[src/rtl/reservation_station.sv]
// rtl/reservation_station.sv - Tomasulo-style reservation station with CDB snoop/bypass
// Lowest-free-entry allocation, lowest-ready-entry dispatch into registered outputs.
module reservation_station #(
  parameter int NUM_ENTRIES = 4,
  parameter int TAG_BASE    = 1,
  parameter int DATA_W      = 32,
  parameter int TAG_W       = 5
) (
  input  logic              clk,
  input  logic              rst,
  input  logic              in_issue_valid,
  input  logic [5:0]        in_opcode,
  input  logic [DATA_W-1:0] in_val_1,
  input  logic [DATA_W-1:0] in_val_2,
  input  logic [TAG_W-1:0]  in_tag_1,
  input  logic [TAG_W-1:0]  in_tag_2,
  output logic              out_issue_ready,
  output logic [TAG_W-1:0]  out_issue_tag,
  input  logic              in_CDB_broadcast,
  input  logic [TAG_W-1:0]  in_CDB_tag,
  input  logic [DATA_W-1:0] in_CDB_val,
  input  logic              in_fu_ready,
  output logic              out_dispatch_valid,
  output logic [5:0]        out_dispatch_opcode,
  output logic [DATA_W-1:0] out_dispatch_val_1,
  output logic [DATA_W-1:0] out_dispatch_val_2,
  output logic [TAG_W-1:0]  out_dispatch_tag
);

  localparam int IDX_W = (NUM_ENTRIES > 1) ? $clog2(NUM_ENTRIES) : 1;

  logic [NUM_ENTRIES-1:0] busy_q, busy_d;
  logic [5:0]             opcode_q [NUM_ENTRIES];
  logic [5:0]             opcode_d [NUM_ENTRIES];
  logic [DATA_W-1:0]      val1_q   [NUM_ENTRIES];
  logic [DATA_W-1:0]      val1_d   [NUM_ENTRIES];
  logic [DATA_W-1:0]      val2_q   [NUM_ENTRIES];
  logic [DATA_W-1:0]      val2_d   [NUM_ENTRIES];
  logic [TAG_W-1:0]       tag1_q   [NUM_ENTRIES];
  logic [TAG_W-1:0]       tag1_d   [NUM_ENTRIES];
  logic [TAG_W-1:0]       tag2_q   [NUM_ENTRIES];
  logic [TAG_W-1:0]       tag2_d   [NUM_ENTRIES];

  logic              disp_valid_q, disp_valid_d;
  logic [5:0]        disp_opcode_q, disp_opcode_d;
  logic [DATA_W-1:0] disp_val1_q, disp_val1_d;
  logic [DATA_W-1:0] disp_val2_q, disp_val2_d;
  logic [TAG_W-1:0]  disp_tag_q, disp_tag_d;

  logic [NUM_ENTRIES-1:0] ready;
  logic [IDX_W-1:0]       free_idx;
  logic [IDX_W-1:0]       disp_idx;
  logic                   issue_fire;
  logic                   disp_fire;
  logic                   cdb_live;

  // Selection works purely on registered state, so issue and dispatch never pick the same entry.
  always_comb begin
    free_idx = '0;
    disp_idx = '0;
    for (int i = NUM_ENTRIES - 1; i >= 0; i--) begin
      ready[i] = busy_q[i] && (tag1_q[i] == '0) && (tag2_q[i] == '0);
      if (!busy_q[i]) free_idx = IDX_W'(i);
      if (ready[i])   disp_idx = IDX_W'(i);
    end
  end

  assign out_issue_ready = ~&busy_q;
  assign out_issue_tag   = TAG_W'(TAG_BASE) + TAG_W'(free_idx);
  assign issue_fire      = in_issue_valid && out_issue_ready;
  assign disp_fire       = in_fu_ready && (|ready);
  assign cdb_live        = in_CDB_broadcast && (in_CDB_tag != '0);

  always_comb begin
    busy_d = busy_q;
    for (int i = 0; i < NUM_ENTRIES; i++) begin
      opcode_d[i] = opcode_q[i];
      val1_d[i]   = val1_q[i];
      val2_d[i]   = val2_q[i];
      tag1_d[i]   = tag1_q[i];
      tag2_d[i]   = tag2_q[i];
      if (busy_q[i] && cdb_live) begin
        if (tag1_q[i] == in_CDB_tag) begin
          val1_d[i] = in_CDB_val;
          tag1_d[i] = '0;
        end
        if (tag2_q[i] == in_CDB_tag) begin
          val2_d[i] = in_CDB_val;
          tag2_d[i] = '0;
        end
      end
    end

    if (disp_fire) busy_d[disp_idx] = 1'b0;

    if (issue_fire) begin
      busy_d[free_idx]   = 1'b1;
      opcode_d[free_idx] = in_opcode;
      val1_d[free_idx]   = in_val_1;
      tag1_d[free_idx]   = in_tag_1;
      val2_d[free_idx]   = in_val_2;
      tag2_d[free_idx]   = in_tag_2;
      if (cdb_live && (in_tag_1 == in_CDB_tag)) begin
        val1_d[free_idx] = in_CDB_val;
        tag1_d[free_idx] = '0;
      end
      if (cdb_live && (in_tag_2 == in_CDB_tag)) begin
        val2_d[free_idx] = in_CDB_val;
        tag2_d[free_idx] = '0;
      end
    end
  end

  always_comb begin
    disp_valid_d  = disp_fire;
    disp_opcode_d = disp_opcode_q;
    disp_val1_d   = disp_val1_q;
    disp_val2_d   = disp_val2_q;
    disp_tag_d    = disp_tag_q;
    if (disp_fire) begin
      disp_opcode_d = opcode_q[disp_idx];
      disp_val1_d   = val1_q[disp_idx];
      disp_val2_d   = val2_q[disp_idx];
      disp_tag_d    = TAG_W'(TAG_BASE) + TAG_W'(disp_idx);
    end
  end

  always_ff @(posedge clk) begin
    if (rst) begin
      busy_q        <= '0;
      disp_valid_q  <= 1'b0;
      disp_opcode_q <= '0;
      disp_val1_q   <= '0;
      disp_val2_q   <= '0;
      disp_tag_q    <= '0;
      for (int i = 0; i < NUM_ENTRIES; i++) begin
        opcode_q[i] <= '0;
        val1_q[i]   <= '0;
        val2_q[i]   <= '0;
        tag1_q[i]   <= '0;
        tag2_q[i]   <= '0;
      end
    end else begin
      busy_q        <= busy_d;
      disp_valid_q  <= disp_valid_d;
      disp_opcode_q <= disp_opcode_d;
      disp_val1_q   <= disp_val1_d;
      disp_val2_q   <= disp_val2_d;
      disp_tag_q    <= disp_tag_d;
      for (int i = 0; i < NUM_ENTRIES; i++) begin
        opcode_q[i] <= opcode_d[i];
        val1_q[i]   <= val1_d[i];
        val2_q[i]   <= val2_d[i];
        tag1_q[i]   <= tag1_d[i];
        tag2_q[i]   <= tag2_d[i];
      end
    end
  end

  assign out_dispatch_valid  = disp_valid_q;
  assign out_dispatch_opcode = disp_opcode_q;
  assign out_dispatch_val_1  = disp_val1_q;
  assign out_dispatch_val_2  = disp_val2_q;
  assign out_dispatch_tag    = disp_tag_q;

endmodule

[config.mk]
export PLATFORM = sky130hd
export DESIGN_NAME = reservation_station
export DESIGN_NICKNAME = d
export VERILOG_FILES = /design/src/rtl/reservation_station.sv
export SDC_FILE = /design/constraint.sdc
export NUM_CORES = 1
export LEC_CHECK = 0
export ABC_AREA = 1
export ABC_CLOCK_PERIOD_IN_PS = 2000
export CAP_MARGIN = 10
export CORE_MARGIN = 4
export CORE_UTILIZATION = 50
export CTS_CLUSTER_SIZE = 25
export DETAILED_ROUTE_END_ITERATION = 12
export GPL_TIMING_DRIVEN = 1
export MAX_ROUTING_LAYER = met4
export PLACE_DENSITY = 0.73
export SYNTH_ARGS = -nofsm -noshare
export SYNTH_HDL_FRONTEND = slang
export SYNTH_SLANG_ARGS = --single-unit
[constraint.sdc]
create_clock -name clk -period 2 [get_ports clk]
set_input_delay 0.2 -clock clk [delete_from_list [all_inputs] [get_ports clk]]
set_output_delay 0.2 -clock clk [all_outputs]
set_load 0.02 [all_outputs]
Word-level counts from Yosys, hierarchy flattened
Memories as Yosys holds them, arrays and structs flattened. A register that Yosys moved wholly into a read port is not among the register bits.
Cells that the tools add are included.
Operators by class
  reductions and logical operators: 32
  magnitude comparators: 6
  muxes and demuxes: 91
  bitwise operators: 27
  equal/unequal tests: 10
  add/subtract/negate cells: 2
Operator list (number)
  32-bit two-way mux: 25
  128-bit bitwise mux: 4
  128-bit two-way mux: 4
  5-bit two-way mux: 25
  20-bit two-way mux: 4
  32-bit demux with 2-bit select: 1
  5-bit == test: 10
  20-bit AND: 2
  20-bit bitwise mux: 2
  5-bit logical NOT: 8
  6-bit two-way mux: 5
  24-bit bitwise mux: 1
  24-bit two-way mux: 1
  1-bit logical AND: 20
  20-bit NOT: 1
  1-bit bitwise OR: 20
  2-bit two-way mux: 8
  6-bit demux with 2-bit select: 1
  5-bit demux with 2-bit select: 1
  4-bit two-way mux: 2
  1-bit by 2-bit adder with 3-bit output, first input constant: 2
  2-bit by 3-bit less-than comparator with 1-bit output, second input constant: 2
  1-bit two-way mux: 5
  5-bit nonzero test: 1
  other kinds (11): 13
Storage, ports and cells
  memories: 5
  memory bits (writable): 320
  register bits after elaboration: 10
  output and inout port bits: 82
  logic and storage cells: 176
Memory list
  val1_q: words 4, bits a word 32, rd ports 5, clocked after memory_dff 1, wr ports 4, line 35  | logic [DATA_W-1:0] val1_q [NUM_ENTRIES];
  val2_q: words 4, bits a word 32, rd ports 5, clocked after memory_dff 1, wr ports 4, line 37  | logic [DATA_W-1:0] val2_q [NUM_ENTRIES];
  opcode_q: words 4, bits a word 6, rd ports 5, clocked after memory_dff 1, wr ports 4, line 33  | logic [5:0] opcode_q [NUM_ENTRIES];
  tag1_q: words 4, bits a word 5, rd ports 4, clocked after memory_dff 0, wr ports 4, line 39  | logic [TAG_W-1:0] tag1_q [NUM_ENTRIES];
  tag2_q: words 4, bits a word 5, rd ports 4, clocked after memory_dff 0, wr ports 4, line 41  | logic [TAG_W-1:0] tag2_q [NUM_ENTRIES];

Depth between registers and ports, before layout
An unclocked memory read counts as a cell.
  depth in word-level cells: 17
  depth in mapped cells: 15
  mapped depth without buffers: 13

Least setup slack after synthesis
Ideal clock, no wire load.
  path kind: reg-to-reg
  start: register busy_q[1]
  end: memory tag1_q[3][0]
  data arrival time: 1.994 ns
  library setup time: 0.070 ns
  slack: -0.064 ns
  required time: 1.930 ns
  stages on the path, launching flop included: 11
  cell sequence: dfxtp_1 > inv_1 > nor3_1 > ha_1 > clkbuf_1 > nand2_1 > buf_2 > inv_1 > clkbuf_1 > nand2_1 > a21oi_1
RTL lines
  start: declaration: line 32  | logic [NUM_ENTRIES-1:0] busy_q, busy_d;
  start signal: assignment: line 144  | busy_q <= busy_d;
  end: declaration: line 39

==> flow_metrics.tcl <==
set metrics [dict create \
    status "finished with violations" \
    worstSetupStartpointType "register" \
    path_max_fanout 9 \
    synth.mux.area_fraction_pct 0 \
    fmax_mhz 495 \
    final-max-slew-violation-count 0 \
    p_per_area_nw_per_um2 687 \
    ys.flop_type "dfxtp_1" \
    worst_slack_ns -0.0205 \
    m1WireLength_um 38200 \
    hold_path.class "in -> reg" \
    peakVddDrop_mv 0.635 \
    num_vias 28700 \
    rsz0062_at_grt "true" \
    avgViaCountPerCell 5.66 \
    finalWirelength_um 96500 \
    final_layout_size_suffix_gt1_share_pct 12.0 \
    crit_path_end_kind "register" \
    synth_top_cells_by_area "dfxtp_1, nand2_1, nand3_1" \
    synth_top_family_by_area "simple AND/OR/NAND/NOR gates" \
    yosys.area_share.simple_pct 34.2 \
    synth_compound_area_share_pct 16.2 \
    min_from "in_fu_ready" \
    drtPass1Iterations 7 \
    cts_htree_levels 2 \
    synthDistinctLibCells 29 \
    cts_buffers 46 \
    synth-edff-count 0 \
    dieArea_um2 53100 \
    drt-initial-drc-count 4108 \
    synth_top_area_share_pct 32.2 \
    nets 4499 \
    fillCellCount 4357 \
    syn_area_um2 24700 \
    instances_no_fill 5064 \
    grt_pass1_vias 26000 \
    arrival_ns 2.52 \
    period_minus_slack_ns 2.02 \
    clk_latency_ns 0.59 \
    grt_max_degree 114 \
    topRoutingLayerUsed "met4" \
    period_share_pct 101 \
    p_leak_nw 13.7 \
    required_ns 2.50 \
    path_class "reg -> reg" \
    violations "negative setup slack" \
    syn_inst 4161 \
    grtUsageTotal_pct 33.9 \
    final_common_cell "nand2_1" \
    drcViolationCount 0 \
    initial_core_util_pct 50.5 \
    drtAntennaViolNets 0 \
    clk_pin_slew_ns 0.06 \
    met2WireLength_um 42700 \
    coreArea_um2 49000 \
    synth_xor_area_share_pct 1.56 \
    root_buffer "clkbuf_16" \
    grt_pass1_wl_um 142000 \
    worst_hold_slack_ns 0.285 \
    cts_tree "built" \
    routabilityCongestion 0.933 \
    io_pins 204 \
    final-setup-viol-count 1 \
    pre_cts_ws_ns -0.387 \
    synth-seq-area-share_pct 32.2 \
    synthAdderAreaFrac_pct 0.405 \
    cts.sinks 398 \
    finalHoldViolations 0 \
    ys_seq_elements 398 \
    startpoint "busy_q[1]" \
    area_growth_pct 30.0 \
    fin_skew_ns 0.0122 \
    async_flop_share_pct 0 \
    finalInstanceArea_um2 32100 \
    antenna_found_initial 1 \
    place.detailed.hpwl_um 59200 \
    place.port_buffers 199 \
    fp.dieH_um 230 \
    r2r-start "busy_q[1]" \
    dr_wl_met3_um 11700 \
    place_inst 4939 \
    clockBufferDepth 3 \
    die_w_um 230 \
    row_count 81 \
    total_power_mw 22.1 \
    synth.avg_cell_area_um2 5.94 \
    slew_headroom_pct 49.2 \
    synth_warnings 0 \
    synth_top_cell_by_area "dfxtp_1" \
    tightest_slew_ns 0.762 \
    final_cell_mix "nand2_1, inv_1, nand3_1" \
    grt_overflow 0 \
    dpl_cell_area_um2 28900 \
    wire_per_inst_um 19.0 \
    maxCapViolCount 0 \
]
-- worst paths after layout --
| kind | slack [ns] | cells past startpoint | to |
|---|---|---|---|
| worst min register to register | 0.46 | 2 | opcode_q[1][1] |
| worst max register to register | -0.02 | 11 | val1_q[1][6] |
| worst min-delay path | 0.28 | 3 | out_dispatch_valid |
| worst max-delay path | -0.02 | 11 | val1_q[1][6] |
-- cell type report --
type,count,area [um2],share of cell area (%)
antenna,1,2.50,0.00779
clock buffer,71,1450,4.51
clock inverter,7,90.1,0.280
inverter,579,2180,6.80
multi-input combinational,2871,13800,42.9
sequential,398,7980,24.8
tap,664,831,2.59
timing repair buffer,473,5800,18.0
-- through the flow --
stage / utilization (%) / TNS (ns)
3_5_place_dp: 59.0 / -98.11
5_1_grt: 65.7 / -0.551
4_1_cts: 63.0 / -0.000569
2_1_floorplan: - / -1.49
6_report: 65.7 / -0.0205
3_3_place_gp: 59.0 / -85.37
-- worst max-delay path, cell delays in order, from the launching register on --
cell     delay, ns
dfxtp_4       0.38
inv_2         0.05
buf_4         0.14
nor3_4        0.22
nor2_4        0.09
buf_12        0.16
nand2_8       0.11
inv_8         0.07
buf_4         0.18
a21oi_1       0.17
o21ai_0       0.12
a21oi_1       0.21
-- synthesized netlist by cell type, types with 7 or more instances --
cell,n
xor2_1,14
buf_2,117
buf_4,38
nor3_1,9
clkbuf_1,129
ha_1,8
nor2_1,300
nand2_1,1098
xnor2_1,30
inv_2,17
buf_1,14
nand3_1,596
o21ai_0,77
o21ai_1,241
a21oi_1,433
nand2_2,7
nor2_2,7
dfxtp_1,398
buf_6,19
o211ai_1,32
inv_1,562
-- sequential cells by signal, summed over array words and instances, names as in the netlist, 4 cells and up --
register	cells
out_dispatch_val_1	32
tag2_q	20
out_dispatch_val_2	32
tag1_q	20
val1_q	128
busy_q	4
opcode_q	24
val2_q	128
out_dispatch_opcode	6
-- report_power, final --
part / total (mW) / internal [mW] / switching [mW]
logic: 4.84 / 1.95 / 2.88
registers: 8.51 / 8.33 / 0.174
clock network: 8.74 / 5.20 / 3.55
total: 22.1 / 15.5 / 6.60
-- logic make-up (layout without fill, tap and decap cells) --
family,Yosys count,after routing
buffers and inverters,896,1130
XOR/XNOR,44,44
flip-flops,398,398
AND/OR/NAND/NOR,2030,2031
AO/OA/AOI/OAI,784,784
other,1,5
adder cells (fa/ha/maj),8,8
-- layer usage --
layer / vias to the layer above / track usage (%)
met5: - / -
met4: 0 / 12.9
met3: 302 / 6.59
met2: 1913 / 51.8
met1: 12900 / 44.7
li1: 13600 / -
-- what timing repair did --
| action | 4_1_cts | 5_1_grt |
|---|---|---|
| gates cloned | 6 | 17 |
| hold endpoints to repair | 21 | 0 |
| hold buffers | 1 | 0 |
| pin swaps | 4 | 47 |
| setup endpoints to repair | 346 | 212 |
| resized for setup | 49 | 171 |
| setup buffers | 6 | 17 |
(Power assumes the default switching activity.)
